[config.mk]
export PLATFORM = sky130hd
export DESIGN_NAME = ssd_scan_ctrl
export DESIGN_NICKNAME = d
export VERILOG_FILES = /design/src/rtl/ssd_scan_ctrl.sv
export SDC_FILE = /design/constraint.sdc
export NUM_CORES = 1
export LEC_CHECK = 0
export ABC_AREA = 1
export BUFFER_PORTS_ARGS = -buffer_cell sky130_fd_sc_hd__buf_4
export CORE_UTILIZATION = 40
export DETAILED_ROUTE_END_ITERATION = 8
export PLACE_DENSITY_LB_ADDON = 0.12
export SYNTH_ARGS = -nofsm -noshare
export SYNTH_HDL_FRONTEND = slang
export SYNTH_SLANG_ARGS = --single-unit
[constraint.sdc]
create_clock -name x1 -period 1.7 [get_ports x1]
set_input_delay 0.17 -clock x1 [delete_from_list [all_inputs] [get_ports x1]]
set_output_delay 0.17 -clock x1 [all_outputs]
set_load 0.1 [all_outputs]
[src/rtl/ssd_scan_ctrl.sv]
// Multiplexed seven-segment scan controller: double-buffered hex value, leading-zero
// blanking, per-digit decimal point and PWM brightness on common-anode digits.
module ssd_scan_ctrl #(
    parameter int NUM_DIGITS = 4,
    parameter int DIV_W      = 11,
    parameter int BRIGHT_W   = 3
) (
    input  logic                    x1,
    input  logic                    rst,
    input  logic [4*NUM_DIGITS-1:0] value,
    input  logic                    load,
    input  logic [NUM_DIGITS-1:0]   dp_en,
    input  logic                    blank_lz,
    input  logic [BRIGHT_W-1:0]     brightness,
    input  logic                    enable,
    output logic [NUM_DIGITS-1:0]   anodes,
    output logic [7:0]              SSD,
    output logic                    frame_done,
    output logic                    load_pending
);

    localparam int IDX_W = (NUM_DIGITS > 1) ? $clog2(NUM_DIGITS) : 1;
    localparam logic [IDX_W-1:0] LAST_IDX = IDX_W'(NUM_DIGITS - 1);

    logic [DIV_W-1:0]        slot_cnt;
    logic [IDX_W-1:0]        digit_idx;
    logic [4*NUM_DIGITS-1:0] shadow;
    logic [4*NUM_DIGITS-1:0] active;

    logic                    slot_tick;
    logic                    frame_wrap;
    logic [3:0]              cur_nibble;
    logic                    cur_dp;
    logic [NUM_DIGITS-1:0]   anode_sel;
    logic [IDX_W-1:0]        top_idx;
    logic                    blank_digit;
    logic                    pwm_lit;
    logic [6:0]              seg_code;

    function automatic logic [6:0] hex_to_seg(input logic [3:0] nib);
        logic [6:0] seg;
        case (nib)
            4'h0:    seg = 7'h40;
            4'h1:    seg = 7'h79;
            4'h2:    seg = 7'h24;
            4'h3:    seg = 7'h30;
            4'h4:    seg = 7'h19;
            4'h5:    seg = 7'h12;
            4'h6:    seg = 7'h02;
            4'h7:    seg = 7'h78;
            4'h8:    seg = 7'h00;
            4'h9:    seg = 7'h10;
            4'hA:    seg = 7'h08;
            4'hB:    seg = 7'h03;
            4'hC:    seg = 7'h46;
            4'hD:    seg = 7'h21;
            4'hE:    seg = 7'h06;
            default: seg = 7'h0E;
        endcase
        return seg;
    endfunction

    assign slot_tick  = (slot_cnt == '1);
    assign frame_wrap = slot_tick && (digit_idx == LAST_IDX);

    always_ff @(posedge x1 or posedge rst) begin
        if (rst) begin
            slot_cnt  <= '0;
            digit_idx <= '0;
        end else begin
            slot_cnt <= slot_cnt + 1'b1;
            if (slot_tick) begin
                if (digit_idx == LAST_IDX) begin
                    digit_idx <= '0;
                end else begin
                    digit_idx <= digit_idx + 1'b1;
                end
            end
        end
    end

    // A load on the wrap cycle commits the previous shadow first; the new value then waits a frame.
    always_ff @(posedge x1 or posedge rst) begin
        if (rst) begin
            shadow       <= '0;
            active       <= '0;
            load_pending <= 1'b0;
            frame_done   <= 1'b0;
        end else begin
            frame_done <= frame_wrap;
            if (frame_wrap && load_pending) begin
                active       <= shadow;
                load_pending <= 1'b0;
            end
            if (load) begin
                shadow       <= value;
                load_pending <= 1'b1;
            end
        end
    end

    always_comb begin
        cur_nibble = 4'h0;
        cur_dp     = 1'b0;
        anode_sel  = '1;
        top_idx    = '0;
        for (int i = 0; i < NUM_DIGITS; i++) begin
            if (digit_idx == IDX_W'(i)) begin
                cur_nibble   = active[4*i +: 4];
                cur_dp       = dp_en[i];
                anode_sel[i] = 1'b0;
            end
            if (active[4*i +: 4] != 4'h0) begin
                top_idx = IDX_W'(i);
            end
        end
    end

    // top_idx is 0 for an all-zero value, so digit 0 can never satisfy the blanking test.
    assign blank_digit = blank_lz && (digit_idx > top_idx);
    assign pwm_lit     = enable &&
                         ((brightness == '1) || (slot_cnt[DIV_W-1 -: BRIGHT_W] < brightness));
    assign seg_code    = blank_digit ? 7'h7F : hex_to_seg(cur_nibble);

    always_ff @(posedge x1 or posedge rst) begin
        if (rst) begin
            anodes <= '1;
            SSD    <= 8'hFF;
        end else if (pwm_lit) begin
            anodes <= anode_sel;
            SSD    <= {~cur_dp, seg_code};
        end else begin
            anodes <= '1;
            SSD    <= 8'hFF;
        end
    end

endmodule

==> impl_table.tex <==
\begin{tabular}{lr}
\hline
Metric & Value \\
\hline
\multicolumn{2}{l}{\textbf{Floorplan}} \\
\quad Core area & 6940 um2 \\
\quad Boundary Pins & between 40 and 50 \\
\quad Vertical die dimension & 87.5 um \\
\quad Starting density of the core & 0.421 \\
\quad Die ar. & 7660 um2 \\
\quad Chip Width & 87.5 um \\
\quad Count of standard-cell rows & 30 \\
\multicolumn{2}{l}{\textbf{Route}} \\
\quad Final routed wire length divided by cell count & 12.0 um \\
\quad DRC violations left & 0 \\
\quad Number of nets with antenna violations after detailed routing & 0 \\
\quad Routed vias & 2431 \\
\quad Vias/cell & approximately 4.6 \\
\quad DR iter-0 viols & 112 \\
\quad Routed WL & about 6400 um \\
\quad DR pass1 iterations & 5 \\
\multicolumn{2}{l}{\textbf{Critical path}} \\
\quad Data required time at the worst endpoint & 1.97 ns \\
\quad CP bufs+invs & 1 \\
\quad Cell depth of the worst flop-to-flop path & 8 \\
\quad Setup crit start & active[11]\$\_DFFE\_PP0P\_ \\
\quad Family with the most delay on the worst path & simple AND/OR/NAND/NOR gates \\
\quad Crit-path max cell delay & 0.42 ns \\
\quad Type of the worst setup path & reg2reg \\
\quad Crit-path max FO & 5 \\
\quad Slowest-stage cell, CP & dfrtp\_1 \\
\quad Crit end category & register \\
\quad Startpoint types & register \\
\quad CP Cell Sequence & nor4\_4, and2\_4, ha\_4, a21oi\_2, nor2\_1, nand3b\_1, inv\_2, nand3\_1 \\
\quad Startpoint of the worst-slack reg-to-reg timing path & active[11]\$\_DFFE\_PP0P\_ \\
\quad Worst R2R End & SSD[4]\$\_DFF\_PP1\_ \\
\quad Data arrival time of the worst path & 2.07 ns \\
\quad Flop2flop setup slack & -0.10 ns \\
\multicolumn{2}{l}{\textbf{GRT}} \\
\quad Total overflow reported by the global router & 0 \\
\quad First-pass GRT wire length & roughly 11000 um \\
\quad Number of global-route vias before repair & 2289 \\
\quad Maximum number of pins on one net before global-route repair & 60 \\
\quad Number of antenna violations at the first check in global routing & 0 \\
\quad Global routing usage summed across all routing layers & 0.182 \\
\multicolumn{2}{l}{\textbf{Yosys}} \\
\quad Count of unique library cells instantiated by Yosys & 30 \\
\quad Sequential cell area fraction in the yosys report & 0.510 \\
\quad Combinational family with the most area after synthesis & simple AND/OR/NAND/NOR gates \\
\quad Simple-gate portion of the synthesized area & 0.312 \\
\quad Gate count after technology mapping & 340 \\
\quad Netlist area before placement & 2920 um2 \\
\quad FF+latch count, synth & 59 \\
\quad Library cell with the largest summed area after synthesis & dfrtp\_1 \\
\quad Multiplexer share of the synthesized area & 0 \\
\quad Area share of xor/xnor cells in the synthesized design & 0.0210 \\
\quad Share of the synthesized area in the top cell type & 0.402 \\
\quad Average cell area after synthesis & 8.60 um2 \\
\quad YS warnings & 0 \\
\quad Post-Synthesis Net Count & 384 \\
\quad Leading cell types by total area after synthesis & dfrtp\_1, nand2\_1, dfstp\_2 \\
\quad Synthesized-area fraction occupied by ao, oa, aoi and oai cells & 0.0308 \\
\quad Share of synthesized cell area in full adder, half adder and majority cells & 0.0685 \\
\multicolumn{2}{l}{\textbf{Clock network}} \\
\quad Clock network latency to the later pin of the worst-skew pair & between 0.3 and 0.4 ns \\
\quad Clock tree from TritonCTS & done \\
\quad Clock slew seen by the registers of the worst setup and hold paths & 0.07 ns \\
\quad H-tree levels & 3 \\
\quad Buffer depth of the longest clock path & 2 \\
\quad CTS sink count & between 50 and 60 \\
\quad Number of clock buffers inserted by TritonCTS & 9 \\
\quad Root buffer cell & clkbuf\_8 \\
\multicolumn{2}{l}{\textbf{Run}} \\
\quad Number of maximum-capacitance constraint violations & 0 \\
\multicolumn{2}{l}{\textbf{STA}} \\
\quad Hold violation total from the final report & 0 \\
\quad Achievable Freq & 555 MHz \\
\quad Post-route fraction of the period consumed by the critical path & 1.06 \\
\quad Setup Skew & 0.0118 ns \\
\quad Tightest Pin Transition & 0.458 ns \\
\quad Min Tclk post-route & 1.80 ns \\
\quad Final setup TNS & -0.583 ns \\
\quad Slew Limit Fails & 0 \\
\quad Relative slew slack & 0.693 \\
\quad Setup repair after global routing missed its margin & true \\
\quad Number of failing setup endpoints in the final timing report & 7 \\
\quad Post-layout worst setup margin & -0.100 ns \\
\multicolumn{2}{l}{\textbf{Final layout}} \\
\quad Diodes inserted & 0 \\
\quad Final \#Nets & 474 \\
\quad Area Growth Syn to Fin & 40.8\% \\
\quad Count of placed standard cells in the final layout, fillers left out & 531 \\
\quad Share of final-layout standard cells stronger than drive strength 1 & 0.368 \\
\quad Final design utilization & 0.593 \\
\multicolumn{2}{l}{\textbf{Worst hold path}} \\
\quad Hold Path Origin & value[11] \\
\quad Class of the worst hold path & in2reg \\
\quad End point of the most critical hold path & shadow[11]\$\_DFFE\_PP0P\_ \\
\quad Hold-critical path depth & 3 \\
\multicolumn{2}{l}{\textbf{Pwr}} \\
\quad Power Density & approximately 770 nW/um2 \\
\quad LEAKAGE & 0.00209 uW \\
\quad Total power after layout & 3160 uW \\
\quad Max rail drop VDD & 0.415 mV \\
\multicolumn{2}{l}{\textbf{Placement}} \\
\quad Setup WS pre-CTS & -0.187 ns \\
\quad Final estimated routing congestion in global placement & 0.769 \\
\quad Input/output buffers & 41 \\
\quad HPWL Detailed & 4380 um \\
\quad Placed instance count & 504 \\
\multicolumn{2}{l}{\textbf{Outcome}} \\
\quad Violated checks & setup timing \\
\quad Status & complete, but fails checks \\
\hline
\end{tabular}
## cells in the mapped netlist
| library cell | count |
|---|---|
| nor2_4 | 3 |
| nand3_1 | 45 |
| nor4_1 | 2 |
| nand4_1 | 1 |
| o211ai_1 | 1 |
| nand2_2 | 3 |
| nand3_4 | 2 |
| dfstp_2 | 12 |
| nor3_1 | 2 |
| ha_1 | 16 |
| nor3_2 | 1 |
| nand2_1 | 126 |
| clkbuf_1 | 3 |
| dfrtp_1 | 47 |
| a31oi_1 | 1 |
| buf_2 | 4 |
| nand3_2 | 1 |
| xor2_1 | 7 |
| a21oi_1 | 8 |
| and2_1 | 1 |
| clkinv_1 | 2 |
| inv_1 | 26 |
| nand3b_1 | 3 |
| o31ai_1 | 1 |
| inv_2 | 3 |
| o21ai_0 | 4 |
| buf_6 | 2 |
| nor2_1 | 11 |
| or2_2 | 1 |
| o41ai_1 | 1 |
## worst min-delay path: stages
cell	delay, ns
buf_4	0.07
nand2_1	0.04
nand2_1	0.05
## state kept, by name, indices dropped and copies added (netlist names)
| name | cells |
|---|---|
| anodes | 4 |
| SSD | 8 |
| slot_cnt | 11 |
| load_pending | 1 |
| active | 16 |
| shadow | 16 |
| frame_done | 1 |
| digit_idx | 2 |
## placed cells by master (no fill, tap or decap), types with 2 or more instances in the layout
cell,Yosys,final
buf_4,0,80
nor2_1,11,11
o21ai_0,4,4
dfrtp_1,47,45
nand3b_1,3,3
nor4_4,0,2
nand2_1,126,122
dlygate4sd3_1,0,2
clkbuf_8,0,9
clkinv_1,2,2
buf_12,0,3
nand3_2,1,7
nand2_2,3,6
inv_4,0,2
nand3_4,2,4
dfrtp_2,0,2
nor2_4,3,3
nand3_1,45,38
nor3_1,2,2
buf_6,2,2
inv_1,26,18
a21oi_1,8,7
clkinvlp_4,0,2
ha_1,16,9
ha_4,0,6
xor2_1,7,7
inv_2,3,9
bufinv_16,0,2
dfstp_2,12,12
## where the power goes
part           leakage, uW  switching, uW  total [uW]  internal, uW
clock             0.000103            585        1410           827
sequential        0.000731           22.9        1480          1460
combinational      0.00126            176         264          87.6
total              0.00209            784        3160          2370
## cells by family (layout without fill, tap and decap cells)
kind of cell               Yosys count  in the layout
AOI/OAI and AO/OA                   16             16
xor gates and xnor gates             7              7
adders and majority gates           16             16
buffers and inverters               40            134
DFF                                 59             59
and+or+nand+nor                    202            203
## cell type report
class	instances	area [um2]
flip-flops and latches	59	1490
inverters	31	121
repair buffers	87	703
multi-input cells	242	1460
fillers	638	2830
well taps	96	120
clock inverters	6	88.8
clock buffers	10	128
## worst max path at each step
stage / to / slack [ns] / depth (start not counted)
after floorplan: SSD[1]$_DFF_PP1_ / -0.01 / 12
after global placement: SSD[0]$_DFF_PP1_ / -0.15 / 12
after detailed placement: SSD[5]$_DFF_PP1_ / -0.19 / 8
after CTS: SSD[4]$_DFF_PP1_ / -0.11 / 8
after global routing: SSD[4]$_DFF_PP1_ / -0.19 / 10
final: SSD[4]$_DFF_PP1_ / -0.10 / 8
## metal layers
layer	share of wire	GRT usage	wire length [um]
met1	0.48	0.240	3070
met2	0.46	0.286	2930
met3	0.039	0.0389	251
met5	0	0	0
met4	0.021	0.0894	133
## timing repair
action / 4_1_cts / 5_1_grt
setup endpoints to repair: 7 / 23
pin swaps: 6 / 11
hold buffers: 2 / 0
buffers inserted: 2 / 6
gates resized for setup: 18 / 22
cloned: 0 / 1
hold endpoints to repair: 48 / 0
## metrics by stage
step | hold WS [ns] | area (um2)
after CTS | 0.0101 | 3940
final | 0.0193 | 4120
after floorplan | 0.246 | 2950
after global placement | 0.257 | 3600
after detailed placement | 0.262 | 3600
after global routing | 0.0204 | 4120
Power figures use the tool's default switching activity.
